$ cat config.mk
export PLATFORM = sky130hd
export DESIGN_NAME = spike_soma_array
export DESIGN_NICKNAME = d
export VERILOG_FILES = /design/src/rtl/spike_pkg.sv /design/src/rtl/spike_soma_ch.sv /design/src/rtl/spike_soma_array.sv
export SDC_FILE = /design/constraint.sdc
export NUM_CORES = 1
export LEC_CHECK = 0
export ABC_AREA = 1
export CAP_MARGIN = 10
export CORE_AREA = 10 10 226 121
export CTS_BUF_LIST = sky130_fd_sc_hd__clkbuf_16
export DETAILED_ROUTE_END_ITERATION = 7
export DIE_AREA = 0 0 236 131
export MAX_ROUTING_LAYER = met4
export PLACE_DENSITY = 0.65
export SLEW_MARGIN = 10
export SYNTH_ARGS = -nofsm -noshare
export SYNTH_HDL_FRONTEND = slang
export SYNTH_HIERARCHICAL = 1
export SYNTH_SLANG_ARGS = --single-unit
$ cat constraint.sdc
create_clock -name clk -period 7.3 [get_ports clk]
set_input_delay 1.095 -clock clk [delete_from_list [all_inputs] [get_ports clk]]
set_output_delay 1.095 -clock clk [all_outputs]
set_load 0.1 [all_outputs]
$ cat src/rtl/spike_pkg.sv
// Shared defaults and types for the spiking soma array.
package spike_pkg;

  localparam int DEF_NUM_CH = 4;
  localparam int DEF_W      = 14;
  localparam int DEF_CNT_W  = 16;
  localparam int DEF_REFRAC = 3;

  typedef logic [DEF_W-1:0] volt_t;

  // Post-spike membrane handling: discard the residue, or carry the overshoot forward.
  typedef enum logic [0:0] {
    RST_ZERO     = 1'b0,
    RST_SUBTRACT = 1'b1
  } reset_mode_e;

endpackage

$ cat src/rtl/spike_soma_ch.sv
// One soma channel: saturating add, threshold compare, refractory counter, voltage register.
module spike_soma_ch
  import spike_pkg::*;
#(
  parameter int          W          = DEF_W,
  parameter int          REFRAC     = DEF_REFRAC,
  parameter reset_mode_e RESET_MODE = RST_ZERO
) (
  input  logic         clk,
  input  logic         reset,
  input  logic         valid,
  input  logic [W-1:0] sum_in,
  input  logic [W-1:0] decay,
  input  logic [W-1:0] threshold,
  output logic         fire,
  output logic [W-1:0] voltage,
  output logic         spike,
  output logic         refrac
);

  localparam int RW = (REFRAC < 1) ? 1 : $clog2(REFRAC + 1);

  logic [RW-1:0] refrac_cnt;
  logic [RW-1:0] refrac_cnt_nxt;
  logic [W:0]    sum_raw;
  logic [W-1:0]  sum_sat;
  logic [W-1:0]  voltage_nxt;

  // NOTE: every always_comb output gets a default first, so no path can infer a latch.
  always_comb begin
    sum_raw        = {1'b0, sum_in} + {1'b0, decay};
    sum_sat        = sum_raw[W] ? '1 : sum_raw[W-1:0];
    fire           = valid && (refrac_cnt == '0) && (sum_sat >= threshold);
    voltage_nxt    = voltage;
    refrac_cnt_nxt = refrac_cnt;
    if (valid) begin
      if (refrac_cnt != '0) begin
        voltage_nxt    = '0;
        refrac_cnt_nxt = refrac_cnt - 1'b1;
      end else if (fire) begin
        refrac_cnt_nxt = RW'(REFRAC);
        // sum_sat >= threshold here, so the subtraction cannot underflow.
        voltage_nxt    = (RESET_MODE == RST_SUBTRACT) ? (sum_sat - threshold) : '0;
      end else begin
        voltage_nxt = sum_sat;
      end
    end
  end

  // NOTE: state uses non-blocking assignments so all registers update from pre-edge values.
  always_ff @(posedge clk) begin
    if (reset) begin
      voltage    <= '0;
      refrac_cnt <= '0;
      spike      <= 1'b0;
      refrac     <= 1'b0;
    end else begin
      voltage    <= voltage_nxt;
      refrac_cnt <= refrac_cnt_nxt;
      spike      <= fire;
      refrac     <= (refrac_cnt_nxt != '0);
    end
  end

endmodule

$ cat src/rtl/spike_soma_array.sv
// NUM_CH independent soma channels plus a saturating global spike counter.
module spike_soma_array
  import spike_pkg::*;
#(
  parameter int          NUM_CH     = DEF_NUM_CH,
  parameter int          W          = DEF_W,
  parameter int          REFRAC     = DEF_REFRAC,
  parameter reset_mode_e RESET_MODE = RST_ZERO,
  parameter int          CNT_W      = DEF_CNT_W
) (
  input  logic                clk,
  input  logic                reset,
  input  logic                i_valid,
  input  logic [NUM_CH*W-1:0] i_sum,
  input  logic [NUM_CH*W-1:0] i_cond_decay,
  input  logic [W-1:0]        i_threshold,
  input  logic                i_cnt_clr,
  output logic [NUM_CH*W-1:0] o_final_voltage,
  output logic [NUM_CH-1:0]   o_spike,
  output logic [NUM_CH-1:0]   o_refrac,
  output logic [CNT_W-1:0]    o_spike_count
);

  localparam int POP_W = $clog2(NUM_CH + 1);
  localparam int CW1   = CNT_W + 1;

  logic [NUM_CH-1:0] fire;
  logic [POP_W-1:0]  pop;
  logic [CNT_W:0]    cnt_sum;

  for (genvar k = 0; k < NUM_CH; k++) begin : g_ch
    spike_soma_ch #(
      .W          (W),
      .REFRAC     (REFRAC),
      .RESET_MODE (RESET_MODE)
    ) u_ch (
      .clk       (clk),
      .reset     (reset),
      .valid     (i_valid),
      .sum_in    (i_sum[k*W +: W]),
      .decay     (i_cond_decay[k*W +: W]),
      .threshold (i_threshold),
      .fire      (fire[k]),
      .voltage   (o_final_voltage[k*W +: W]),
      .spike     (o_spike[k]),
      .refrac    (o_refrac[k])
    );
  end

  // Counting the pre-register fire vector keeps the count aligned with o_spike.
  always_comb begin
    pop = '0;
    for (int k = 0; k < NUM_CH; k++) pop = pop + POP_W'(fire[k]);
    cnt_sum = {1'b0, o_spike_count} + CW1'(pop);
  end

  always_ff @(posedge clk) begin
    if (reset)          o_spike_count <= '0;
    else if (i_cnt_clr) o_spike_count <= CNT_W'(pop);
    else if (cnt_sum[CNT_W]) o_spike_count <= '1;
    else                o_spike_count <= cnt_sum[CNT_W-1:0];
  end

endmodule

== After elaboration in Yosys (flattened, before gate mapping) ==
Cells that the tools add are included.

* Add/subtract/negate cells: 12
* Multiply operators: 0
* Div/mod/pow operators: 0
* Order comparisons: 4
* Eq/ne operators: 0
* Shifts and indexed selects: 0
* Multiplexer cells: 26
* Bitwise logic cells: 0
* Reductions and logical operators: 21

{| class="wikitable"
|+ Operators with widths
! cell !! count
|-
| 2-to-1 mux 14 bit || 12
|-
| adder 14 x 14 -> 15 bit || 4
|-
| >= comparator 14 bit || 4
|-
| 2-to-1 mux 2 bit || 12
|-
| adder 16 x 3 -> 17 bit || 1
|-
| 2-to-1 mux 16 bit || 1
|-
| nonzero test 2 bit || 8
|-
| logical AND 1 bit || 8
|-
| logical NOT 2 bit || 4
|-
| subtractor 2 x 1 -> 2 bit (second input constant) || 4
|-
| adder 2 x 1 -> 3 bit || 1
|-
| adder 3 x 1 -> 3 bit || 1
|-
| 2-to-1 mux 3 bit || 1
|-
| adder 1 x 1 -> 2 bit || 1
|-
| OR reduction 2 bit || 1
|}

* Bits in registers: 88
* Latch bits: 0
* Memory bits (writable): 0
* ROM bits: 0
* Output and inout port bits: 80
* Logic and storage cells: 81
* Memories kept: 0

== Depth between registers and ports, before layout ==
* Word-level depth: 10
* Depth in mapped cells: 35
* Depth with buffers taken out: 34

== Modules after synthesis ==
The synthesis kept the hierarchy.

{| class="wikitable"
|+ Modules (own cells, without submodules)
! module !! times used !! cells each !! area each (um2) !! seq. area each (um2)
|-
| spike_soma_ch at g_ch[0].u_ch ... || 2 || 320 || 2023.2 || 360.3
|-
| spike_soma_ch at g_ch[2].u_ch ... || 2 || 320 || 2019.4 || 360.3
|-
| spike_soma_array || 1 || 157 || 1088.5 || 320.3
|}

== Least setup slack after synthesis ==
Ideal clock, no wire load.

* Kind: input -> register
* Start: input i_sum[0]
* End: register o_spike_count[10]
* Setup time: 0.109 ns
* Data arrival time: 5.509 ns
* Required time: 7.191 ns
* Path slack: 1.681 ns
* Cell stages on the path: 31
* Cell sequence: ha_1 -> fa_1 -> inv_1 -> nor3_2 -> nor2_2 -> nor2_4 -> nor2_4 -> buf_12 -> nand3_4 -> ha_1 -> nand2_1 -> o21ai_0 -> a21oi_2 -> nand2_1 -> nand2_1 -> inv_1 -> inv_1 -> fa_1 -> inv_1 -> ha_1 -> ha_1 -> inv_1 -> fa_1 -> inv_1 -> nand2_1 -> a21oi_4 -> nand2_1 -> nand2_1 -> nand3_1 -> nand2_1 -> inv_1

* Longest elaborated chain between the ends: 9

{| class="wikitable"
|+ Ends and longest elaborated chain
! what !! line !! RTL
|-
| start, declared || spike_soma_array.sv:14 || <nowiki>input logic [NUM_CH*W-1:0] i_sum,</nowiki>
|-
| adder 14 x 14 -> 15 bit || spike_soma_ch.sv:31 || <nowiki>sum_raw = {1'b0, sum_in} + {1'b0, decay};</nowiki>
|-
| 2-to-1 mux 14 bit || spike_soma_ch.sv:32 || <nowiki>sum_sat = sum_raw[W] ? '1 : sum_raw[W-1:0];</nowiki>
|-
| >= comparator 14 bit || spike_soma_ch.sv:33 || <nowiki>fire = valid && (refrac_cnt == '0) && (sum_sat >= threshold);</nowiki>
|-
| logical AND 1 bit || spike_soma_ch.sv:33 ||
|-
| named net fire[0] || spike_soma_array.sv:27 || <nowiki>logic [NUM_CH-1:0] fire;</nowiki>
|-
| adder 1 x 1 -> 2 bit || spike_soma_array.sv:53 || <nowiki>for (int k = 0; k < NUM_CH; k++) pop = pop + POP_W'(fire[k]);</nowiki>
|-
| adder 2 x 1 -> 3 bit || spike_soma_array.sv:53 ||
|-
| adder 3 x 1 -> 3 bit || spike_soma_array.sv:53 ||
|-
| adder 16 x 3 -> 17 bit || spike_soma_array.sv:54 || <nowiki>cnt_sum = {1'b0, o_spike_count} + CW1'(pop);</nowiki>
|-
| 2-to-1 mux 16 bit || spike_soma_array.sv:60 || <nowiki>else if (cnt_sum[CNT_W]) o_spike_count <= '1;</nowiki>
|-
| end signal, assigned || spike_soma_array.sv:59 || <nowiki>else if (i_cnt_clr) o_spike_count <= CNT_W'(pop);</nowiki>
|-
| end signal, assigned || spike_soma_array.sv:61 || <nowiki>else o_spike_count <= cnt_sum[CNT_W-1:0];</nowiki>
|-
| end, declared || spike_soma_array.sv:21 || <nowiki>output logic [CNT_W-1:0] o_spike_count</nowiki>
|}

The timed path passes the listed nets, and every way through them passes these cells.
A chain may end at the register's enable or synchronous reset.

== Worst setup path in the final report ==
* Start: input i_sum[42]
* End: register o_spike_count[10]

* Longest elaborated chain between the ends: 7

{| class="wikitable"
|+ Ends and longest elaborated chain
! what !! line
|-
| adder 14 x 14 -> 15 bit || spike_soma_ch.sv:31
|-
| 2-to-1 mux 14 bit || spike_soma_ch.sv:32
|-
| >= comparator 14 bit || spike_soma_ch.sv:33
|-
| logical AND 1 bit || spike_soma_ch.sv:33
|-
| named net fire[3] || spike_soma_array.sv:27
|-
| adder 3 x 1 -> 3 bit || spike_soma_array.sv:53
|-
| adder 16 x 3 -> 17 bit || spike_soma_array.sv:54
|-
| 2-to-1 mux 16 bit || spike_soma_array.sv:60
|}

The timed path passes the listed nets, and every way through them passes these cells.

==> impl_metrics.env <==
export IMPL_drt_iter0_drc=780
export IMPL_max_cap_viol_count=0
export IMPL_cts_resized_gates=0
export IMPL_synth_ff_type="sky130_fd_sc_hd__dfxtp_1"
export IMPL_cts_post_setup_buffers_inserted=0
export IMPL_cp_data_arrival_time_ps=6690
export IMPL_multi_input_area_um2=6250
export IMPL_grt_antenna_before_repair=0
export IMPL_worst_hold_path_num_cells=2
export IMPL_final_net_count=1896
export IMPL_buffer_ports_inserted=209
export IMPL_finalMaxSlewViolations=0
export IMPL_cts_tree="done"
export IMPL_async_flop_share=0
export IMPL_antenna_diode_count=0
export IMPL_power_density_nw_per_um2=194
export IMPL_seqCellArea_um2=1760
export IMPL_dieWidth_um=236
export IMPL_fmax_mhz=155
export IMPL_final_setup_viol_count=0
export IMPL_clkSinkCount=88
export IMPL_mean_instance_size_in_the_synthesized_netlist_um2=6.38
export IMPL_fill_cells=2420
export IMPL_floorplan_initialDensity=0.391
export IMPL_timing_reg2reg_setup_slack_ps=4000
export IMPL_grt_total_usage=0.188
export IMPL_finish_instance_area_um2=11800
export IMPL_timing_rr_start="g_ch[0].u_ch/refrac_cnt[0]$_SDFF_PP0_"
export IMPL_ctsHoldBuffers=0
export IMPL_post_drt_wl_per_cell_um=14.9
export IMPL_dp_hpwl_um=24700
export IMPL_vdd_ir_drop_worst_mv=0.151
export IMPL_crit_slowest_cell="sky130_fd_sc_hd__nor2_4"
export IMPL_synth_seq_area_share=0.192
export IMPL_cts_path_max_buffers=2
export IMPL_hold_start="g_ch[0].u_ch/voltage[7]$_SDFFE_PP0P_"
export IMPL_max_slew_worst_pin_slew_ps=1050
export IMPL_worstSetupPathType="primary input to flop"
export IMPL_post_drt_via_cell_ratio=4.72
export IMPL_drtAntennaViolNets=0
export IMPL_clock_tree_root_cell="sky130_fd_sc_hd__clkbuf_16"
export IMPL_grt_ovfl_total=0
export IMPL_syn_instance_count=1437
export IMPL_clkTransAtPathRegs_ps=70
export IMPL_die_area_um2=30900
export IMPL_leakagePower_uw=0.00595
export IMPL_dr_total_vias=9263
export IMPL_largest_fanout_of_any_net_on_the_critical_path=14
export IMPL_synth_area_um2=9170
export IMPL_worstHoldPathType="flop to flop"
export IMPL_layout_drive_gt1_share=0.0783
export IMPL_setup_ws_ps=860
export IMPL_drc=0
export IMPL_outcome="complete, no violations"
export IMPL_core_area_um2=23500
export IMPL_vias_in_the_first_global_route=8633
export IMPL_syn_num_nets=1690
export IMPL_timing_critical_path_required_ps=7550
export IMPL_drtPass1Iterations=5
export IMPL_post_route_setup_tns_ps=0
export IMPL_setup_repair_after_global_routing_missed_its_margin="false"
export IMPL_worst_path_largest_cell_delay_ps=480
export IMPL_synth_seq_cells=88
export IMPL_grt_pass1_wl_um=45700
export IMPL_worst_setup_path_end_kind="flop"
export IMPL_finClkSkew_ps=3.58
export IMPL_drt_wl_total_um=29200
export IMPL_dpl_instance_area_um2=11500
export IMPL_ys_warn_count=6
export IMPL_rows=40
export IMPL_worst_skew_pair_late_latency_ps=350
export IMPL_final_min_clock_period_ps=6440
export IMPL_regToRegEndpoint="o_spike_count[10]$_SDFF_PP0_"
export IMPL_synth_enable_flop_cells=0
export IMPL_pre_cts_slack_ps=483
export IMPL_floorplan_die_height_um=131
export IMPL_netlist_cell_type_count=34
export IMPL_finalHoldViolCount=0
export IMPL_hold_path_end="g_ch[0].u_ch/voltage[7]$_SDFFE_PP0P_"
export IMPL_synthToLayoutAreaGrowth_pct=29.0
export IMPL_place_gp_congestion=0.944
export IMPL_grt_max_degree=63
export IMPL_worst_slew_margin_rel=0.297
export IMPL_cp_start_kind="primary input"
export IMPL_cts_max_level=3
export IMPL_numCtsBuffers=9
export IMPL_top_level_ports=210
export IMPL_dominant_cell_type_by_count_on_the_critical_path="sky130_fd_sc_hd__nand2_1"
export IMPL_r2r_worst_path_depth=20
export IMPL_fin_crit_sh=0.882
[per-layer routing]
layer / vias up / wire [um] / track usage
met5: - / 0 / -
met1: 4103 / 15800 / 0.275
met4: 0 / 129 / 0.0236
li1: 4908 / - / -
met3: 10 / 1600 / 0.0375
met2: 242 / 11700 / 0.265
[synth_stat cells, types with 9 or more instances]
cell type | count | share of area
sky130_fd_sc_hd__a21oi_1 | 90 | 0.049
sky130_fd_sc_hd__a21oi_2 | 16 | 0.015
sky130_fd_sc_hd__dfxtp_1 | 88 | 0.19
sky130_fd_sc_hd__ha_1 | 117 | 0.16
sky130_fd_sc_hd__inv_1 | 263 | 0.11
sky130_fd_sc_hd__inv_2 | 9 | 0.0037
sky130_fd_sc_hd__nand2_1 | 483 | 0.20
sky130_fd_sc_hd__nand2_2 | 20 | 0.014
sky130_fd_sc_hd__nand2_4 | 20 | 0.025
sky130_fd_sc_hd__nand3_1 | 99 | 0.054
sky130_fd_sc_hd__nand3_4 | 9 | 0.017
sky130_fd_sc_hd__nand4_1 | 23 | 0.016
sky130_fd_sc_hd__nor2_1 | 71 | 0.029
sky130_fd_sc_hd__nor2_2 | 10 | 0.0068
sky130_fd_sc_hd__nor2_4 | 15 | 0.018
sky130_fd_sc_hd__o21ai_0 | 16 | 0.0087
sky130_fd_sc_hd__xnor2_1 | 22 | 0.021
[cell type report]
type	instances	area share
multi-input cells	1061	0.528
repair buffers	211	0.178
flip-flops and latches	88	0.149
inverters	272	0.0863
well taps	315	0.0333
clock buffers	9	0.0190
clock inverters	7	0.00666
[report_power, final]
part	leakage (uW)	internal [uW]	total [uW]	switching, uW
clock	0.000144	269	486	217
sequential	0.000718	534	567	33.1
combinational	0.00509	394	1240	847
total	0.00595	1200	2290	1100
[worst max path at each step]
stage	to	slack, ps	cells after the start	from
finish	o_spike_count[10]$_SDFF_PP0_	860	31	i_sum[42]
global route	o_spike_count[8]$_SDFF_PP0_	320	32	i_sum[0]
CTS	o_spike_count[13]$_SDFF_PP0_	840	30	i_sum[42]
detailed placement	o_spike_count[10]$_SDFF_PP0_	480	31	i_sum[42]
global placement	o_spike_count[10]$_SDFF_PP0_	640	31	i_sum[42]
floorplan	o_spike_count[10]$_SDFF_PP0_	1680	31	i_sum[0]
[flip-flops by register name, summed over array words and instances, names as in the netlist]
register              count
g_ch.u_ch/refrac_cnt      8
o_spike_count            16
g_ch.u_ch/voltage        56
g_ch.u_ch/spike           4
g_ch.u_ch/refrac          4
[cells in the final DEF (no fill, tap or decap), types with 2 or more instances in the layout]
cell type and n:
sky130_fd_sc_hd__nor3_1 5, sky130_fd_sc_hd__nor2_1 71, sky130_fd_sc_hd__fa_1 6, sky130_fd_sc_hd__a21boi_0 4
sky130_fd_sc_hd__nor2_2 10, sky130_fd_sc_hd__nand4_1 23, sky130_fd_sc_hd__xor2_1 6, sky130_fd_sc_hd__a21oi_1 90
sky130_fd_sc_hd__buf_4 2, sky130_fd_sc_hd__and2_1 4, sky130_fd_sc_hd__nor3_2 4, sky130_fd_sc_hd__dfxtp_1 88
sky130_fd_sc_hd__ha_1 117, sky130_fd_sc_hd__a21oi_2 16, sky130_fd_sc_hd__clkbuf_16 9, sky130_fd_sc_hd__nor2_4 15
sky130_fd_sc_hd__nand3b_1 6, sky130_fd_sc_hd__nand3_4 9, sky130_fd_sc_hd__o21ai_0 16, sky130_fd_sc_hd__nand2_4 20
sky130_fd_sc_hd__nand2_1 483, sky130_fd_sc_hd__clkdlybuf4s50_1 208, sky130_fd_sc_hd__inv_2 9, sky130_fd_sc_hd__nand2_2 20
sky130_fd_sc_hd__or2_2 4, sky130_fd_sc_hd__nand3_1 99, sky130_fd_sc_hd__inv_1 263, sky130_fd_sc_hd__a21o_1 4
sky130_fd_sc_hd__clkinvlp_4 2, sky130_fd_sc_hd__a31oi_1 3, sky130_fd_sc_hd__xnor2_1 22
[logic make-up after synthesis]
kind of cell,synth area share
AO/OA/AOI/OAI,0.0835
XOR/XNOR,0.0267
adder cells (fa/ha/maj),0.173
buffers and inverters,0.127
flip-flops,0.192
AND/OR/NAND/NOR,0.399
[through the flow]
step	std cells	power, uW	hold slack [ps]	utilization
2_1_floorplan	1437	1490	473	-
3_5_place_dp	1947	1820	459	0.491
5_1_grt	1963	2450	493	0.504
6_report	1963	2290	468	0.504
4_1_cts	1963	2310	470	0.504
3_3_place_gp	1947	1800	452	0.491
[critical path, delay by kind of cell]
| family | cells | cell delay, ps |
|---|---|---|
| adders and majority gates | 7 | 2430 |
| buffers and inverters | 8 | 860 |
| AOI/OAI and AO/OA | 1 | 280 |
| and+or+nand+nor | 15 | 1980 |
No activity file was read; power rests on OpenSTA's default activity.
